[src/rtl/f1_reaction_timer.sv]
// rtl/f1_reaction_timer.sv - F1 start-light sequence checker and driver reaction timer
// Optional best-time tracking is enabled by defining F1_BEST_TIME_EN.
module f1_reaction_timer #(
    parameter int CNT_W      = 16,
    parameter int TIMEOUT_MS = 1000
) (
    input  logic             clk,
    input  logic             rst,
    input  logic [7:0]       lights,
    input  logic             tick,
    input  logic             btn,
    output logic [CNT_W-1:0] reaction_ms,
    output logic             valid,
    output logic             jump_start,
    output logic             timeout,
    output logic             seq_error,
    output logic [CNT_W-1:0] best_ms
);

    typedef enum logic [2:0] {
        S_IDLE,
        S_ARMING,
        S_ALL_ON,
        S_TIMING,
        S_DONE
    } state_t;

    localparam logic [CNT_W-1:0] TIMEOUT_VAL = CNT_W'(TIMEOUT_MS);
    localparam logic [CNT_W-1:0] CNT_MAX     = {CNT_W{1'b1}};
    localparam logic [CNT_W-1:0] CNT_ONE     = CNT_W'(1);

    state_t           r_state, w_state_nxt;
    logic [7:0]       r_prev;
    logic             r_btn_q;
    logic [CNT_W-1:0] r_cnt, w_cnt_nxt, w_cnt_inc;
    logic [CNT_W-1:0] r_reaction, w_reaction_nxt;
    logic             r_valid, w_valid_nxt;
    logic             r_jump, w_jump_nxt;
    logic             r_timeout, w_timeout_nxt;
    logic             r_seq_err, w_seq_err_nxt;
    logic             w_press;
    logic             w_legal;

    assign w_press   = btn & ~r_btn_q;
    // A hold is legal because the generator only advances when enabled.
    assign w_legal   = (lights == r_prev) || (lights == {r_prev[6:0], 1'b1});
    assign w_cnt_inc = (r_cnt == CNT_MAX) ? r_cnt : r_cnt + CNT_ONE;

    always_ff @(posedge clk) begin
        if (rst) begin
            r_state    <= S_IDLE;
            r_prev     <= 8'h00;
            r_btn_q    <= 1'b0;
            r_cnt      <= '0;
            r_reaction <= '0;
            r_valid    <= 1'b0;
            r_jump     <= 1'b0;
            r_timeout  <= 1'b0;
            r_seq_err  <= 1'b0;
        end else begin
            r_state    <= w_state_nxt;
            r_prev     <= lights;
            r_btn_q    <= btn;
            r_cnt      <= w_cnt_nxt;
            r_reaction <= w_reaction_nxt;
            r_valid    <= w_valid_nxt;
            r_jump     <= w_jump_nxt;
            r_timeout  <= w_timeout_nxt;
            r_seq_err  <= w_seq_err_nxt;
        end
    end

    always_comb begin
        w_state_nxt    = r_state;
        w_cnt_nxt      = r_cnt;
        w_reaction_nxt = r_reaction;
        w_valid_nxt    = r_valid;
        w_jump_nxt     = r_jump;
        w_timeout_nxt  = r_timeout;
        w_seq_err_nxt  = 1'b0;
        case (r_state)
            S_IDLE: begin
                if (lights == 8'h01) w_state_nxt = S_ARMING;
            end
            S_ARMING: begin
                if (w_press) begin
                    w_jump_nxt     = 1'b1;
                    w_valid_nxt    = 1'b1;
                    w_reaction_nxt = '0;
                    w_state_nxt    = S_DONE;
                end else if (!w_legal) begin
                    w_seq_err_nxt  = 1'b1;
                    w_state_nxt    = S_IDLE;
                end else if (lights == 8'hFF) begin
                    w_state_nxt    = S_ALL_ON;
                end
            end
            S_ALL_ON: begin
                if (w_press) begin
                    w_jump_nxt     = 1'b1;
                    w_valid_nxt    = 1'b1;
                    w_reaction_nxt = '0;
                    w_state_nxt    = S_DONE;
                end else if (lights == 8'h00) begin
                    w_cnt_nxt      = '0;
                    w_state_nxt    = S_TIMING;
                end else if (lights != 8'hFF) begin
                    w_seq_err_nxt  = 1'b1;
                    w_state_nxt    = S_IDLE;
                end
            end
            S_TIMING: begin
                // A press beats a coincident tick, so the count is taken un-incremented.
                if (w_press) begin
                    w_reaction_nxt = r_cnt;
                    w_valid_nxt    = 1'b1;
                    w_state_nxt    = S_DONE;
                end else if (lights != 8'h00) begin
                    w_seq_err_nxt  = 1'b1;
                    w_state_nxt    = S_IDLE;
                end else if (tick) begin
                    w_cnt_nxt = w_cnt_inc;
                    if (w_cnt_inc >= TIMEOUT_VAL) begin
                        w_timeout_nxt  = 1'b1;
                        w_valid_nxt    = 1'b1;
                        w_reaction_nxt = TIMEOUT_VAL;
                        w_state_nxt    = S_DONE;
                    end
                end
            end
            S_DONE: begin
                if (lights == 8'h01) begin
                    w_valid_nxt   = 1'b0;
                    w_jump_nxt    = 1'b0;
                    w_timeout_nxt = 1'b0;
                    w_state_nxt   = S_ARMING;
                end
            end
            default: w_state_nxt = S_IDLE;
        endcase
    end

`ifdef F1_BEST_TIME_EN
    logic [CNT_W-1:0] r_best;

    always_ff @(posedge clk) begin
        if (rst) begin
            r_best <= CNT_MAX;
        end else if ((r_state == S_TIMING) && w_press && (r_cnt < r_best)) begin
            r_best <= r_cnt;
        end
    end

    assign best_ms = r_best;
`else
    assign best_ms = CNT_MAX;
`endif

    assign reaction_ms = r_reaction;
    assign valid       = r_valid;
    assign jump_start  = r_jump;
    assign timeout     = r_timeout;
    assign seq_error   = r_seq_err;

endmodule

[config.mk]
export PLATFORM = sky130hd
export DESIGN_NAME = f1_reaction_timer
export DESIGN_NICKNAME = d
export VERILOG_FILES = /design/src/rtl/f1_reaction_timer.sv
export SDC_FILE = /design/constraint.sdc
export NUM_CORES = 1
export LEC_CHECK = 0
export CORE_UTILIZATION = 48
export DETAILED_ROUTE_END_ITERATION = 8
export PLACE_DENSITY = 0.77
export SYNTH_ARGS = -nofsm -noshare
export SYNTH_HDL_FRONTEND = slang
export SYNTH_SLANG_ARGS = --single-unit
[constraint.sdc]
create_clock -name clk -period 3.1 [get_ports clk]
set_clock_uncertainty 0.2 [all_clocks]
set_input_delay 0.62 -clock clk [delete_from_list [all_inputs] [get_ports clk]]
set_output_delay 0.62 -clock clk [all_outputs]
set_load 0.02 [all_outputs]
==> metrics <==
status=completed; CP Launch Type=register; Lkg Pwr=~1.3 nW; non-filler cells in the finished layout=around 460; drt total wl=~7000 um; cell internal pwr=~0.00095 W; Via density=just under 6; Post-DRT Antenna Nets=0; pwr dens=~350 nW/um^2; initial antenna violation count=0; clock latency on the worst-skew pair=roughly 0.3 ns; worst min path class=reg -> reg; Crit Path Max Fanout=7; initial core utilization=0.5057; # IOs=48; Mapped Avg Cell Area=slightly above 8 um^2; post-synthesis mux area share=0.03151; final instance area=~3500 um^2; pin count of the biggest net entering global routing=22; All-Layer GR Usage=0.2324; Synth Warn #=0; Synth Cell Area=~2800 um^2; Max H-tree Level=2; ant diodes=0; Post-CTS Hold Fix Bufs=0; area of the multi-input gates=about 1700 um^2; unique cell type count in the Yosys netlist=60; drt pass-1 iters=8; fill count=510; CTS tree=yes; Synth top area share=0.3409; crit path to=reaction_ms[3]; Area Overhead vs Synth=22.41%; Final nets=~400; Sw Pwr=0.0002749 W; cell family with most CP delay=simple AND/OR/NAND/NOR gates; proportion of layout cells with a drive suffix above 1=0.1509; count leader, synth=dfxtp_1; minimum clock period=2.944 ns; CP bufs+invs=0; crit-path cells=nand3_1, nor3_1, mux2_1, or4_4, a211o_4, nand2_4, mux2_1; Worst Path Arrival=roughly 2.9 ns; Post-DP Area=around 3300 um^2; DR vias=~2,700; post-synthesis sequential area ratio=0.3409; adder-cell share of the synthesized area=0.004439; slowest cell on the critical path=or4_4; sw frac=0.2251; Max-slew headroom=0.4957; drt first-iter violations=approximately 160; #FFs+latches synth=between 40 and 50; WS Path Type=reg -> reg; Clk pin slew, worst setup/hold paths=roughly 0.09 ns; Die X=78.64 um; pre-CTS setup slack=slightly above 0.03 ns; gp weighted congestion=between 0.9 and 1; register area=about 960 um^2; clk root buf=clkbuf_8; Setup crit end kind=register; Critical Path Source=r_cnt[8]; largest family of logic cells by synthesized area=simple AND/OR/NAND/NOR gates; Worst Path Required=about 3 ns; Area contributors post-synth=dfxtp_1, buf_4, a21oi_1; CTS buffer count=5; reg2reg start=r_cnt[8]; routed length per placed instance=about 15 um; post-synthesis simple-gate area fraction=0.2801; Hold Vio Cnt, Final=0; Compound-Gate Fraction of Synth Area=0.2006; dpl hpwl=around 5000 um; Period Utilization, post-route=0.9497; Worst R2R End=reaction_ms[3]; clock buffer depth=2; Comb power frac=0.078; reg2reg path depth=7; Top cell by count, worst path=mux2_1; placed cells=455; die area=slightly above 6000 um^2; synthesized instance count=between 300 and 400; Crit path depth=7; post-route setup TNS=0 ns; Placement Rows=27; clock sink total=48; chip height=78.64 um; Max Clock Freq=0.3397 GHz; peak supply drop=just under 0.0003 V; core box area=roughly 5600 um^2; RSZ-0062 raised after global routing=false; XOR/XNOR Fraction of Synth Area=0.05282; DRC viols=0; maxcap violations=0; Reg power frac=0.514; clock share of power=0.408; Slew Viols, Final=0; r2r setup slk=about 0.16 ns; gr ovfl total=0; vias in the first global route=about 2,500; final setup fails=0; leading register cell type out of synthesis=dfxtp_1; Post-synth ARST share=0; Final WS setup=about 0.16 ns; worst hold slack=approximately 0.26 ns; first-pass GRT wire length=between 10,000 and 15,000 um; Post-synth top cells=dfxtp_1, nor2_1, a21oi_1; slew at the pin closest to its max-slew limit=between 0.7 and 0.8 ns; delay of the slowest cell on the worst path=approximately 0.58 ns; Post-synth EDFFs=0; cell taking the most area after synthesis=dfxtp_1; port bufs=31
## power groups by stage
| stage | Clock, W | Combinational (W) | Sequential [W] |
|---|---|---|---|
| global placement | 0 | 0.0000925 | 0.000641 |
| detailed placement | 0 | 0.0000945 | 0.000642 |
| global route | 0.000529 | 0.000104 | 0.000628 |
| floorplan | 0 | 0.0000715 | 0.000641 |
| CTS | 0.000501 | 0.0000949 | 0.000627 |
| finish | 0.000499 | 0.0000954 | 0.000627 |
## registers in the layout, summed over array words and instances, names as in the netlist
signal       count
r_cnt           16
jump_start       1
reaction_ms     16
r_btn_q          1
timeout          1
r_state          3
r_prev           8
valid            1
seq_error        1
## cell usage in the layout, fill, tap and decap left out, drive strengths merged, types with 3 or more instances in the layout
cell           synthesis  final
a211oi                 3      3
a21oi                 27     27
a22o                  10     10
a31oi                  4      4
and3                   6      6
and4                   4      4
buf                   27     37
clkbuf                12      7
clkdlybuf4s50          0     31
conb                   1     16
dfxtp                 48     48
inv                    5      5
mux2                   7      7
nand2                 14     14
nand2b                 3      3
nand3                 14     14
nand3b                 4      4
nand4                 11     11
nand4b                 3      3
nor2                  29     29
nor2b                 15     15
nor3                  20     20
nor4                   7      7
o211ai                 3      3
o21ai                 14     14
or2                    3      3
or3                    3      3
xnor2                  8      8
xor2                   9      9
## kinds of logic after synthesis
| logic type | count (synthesis) |
|---|---|
| simple gates | 140 |
| compound gates | 80 |
| flops | 48 |
| buf+inv | 44 |
| xor+xnor | 17 |
| mux | 8 |
| fa+ha+maj | 1 |
| other cells | 1 |
## final cells by class
| class | count | area share |
|---|---|---|
| Clock buffer | 7 | 0.02792 |
| Inverter | 5 | 0.005439 |
| Sequential cell | 48 | 0.2785 |
| Timing Repair Buffer | 68 | 0.1704 |
| Clock inverter | 1 | 0.008702 |
| Multi-Input combinational cell | 262 | 0.4830 |
| Tap cell | 72 | 0.02611 |
## worst min path at each step
| stage | start | endpoint | cells past startpoint |
|---|---|---|---|
| CTS | timeout | timeout | 2 |
| finish | valid | valid | 2 |
| detailed placement | timeout | timeout | 2 |
| global placement | timeout | timeout | 2 |
| floorplan | r_cnt[15] | r_cnt[15] | 2 |
| global route | timeout | timeout | 2 |
## worst min-delay path, delay by kind of cell, from the launching register on
family | cells | cell delay [ns]
flops | 1 | 0.32
compound gates | 1 | 0.05
simple gates | 1 | 0.05
## metrics by stage
stage	total power (W)	util
final	0.001221	0.6191
after global routing	0.001261	0.6191
after CTS	0.001223	0.6189
after detailed placement	0.0007363	0.5962
after global placement	0.0007339	0.5962
after floorplan	0.0007123	-
## layer usage
metal / GRT usage / vias to the layer above / wire length, um
li1: - / 1313 / -
met1: 0.3081 / 1262 / 3063
met2: 0.3687 / 130 / 3218
met3: 0.03372 / 23 / 479
met4: 0.1093 / 0 / 169
met5: 0 / - / 0
## timing repair
action                     CTS  global route
setup endpoints to repair    0            14
gates resized for setup      0             1
buffers inserted             0             0
Note: power is estimated with default switching activity, not from simulation.
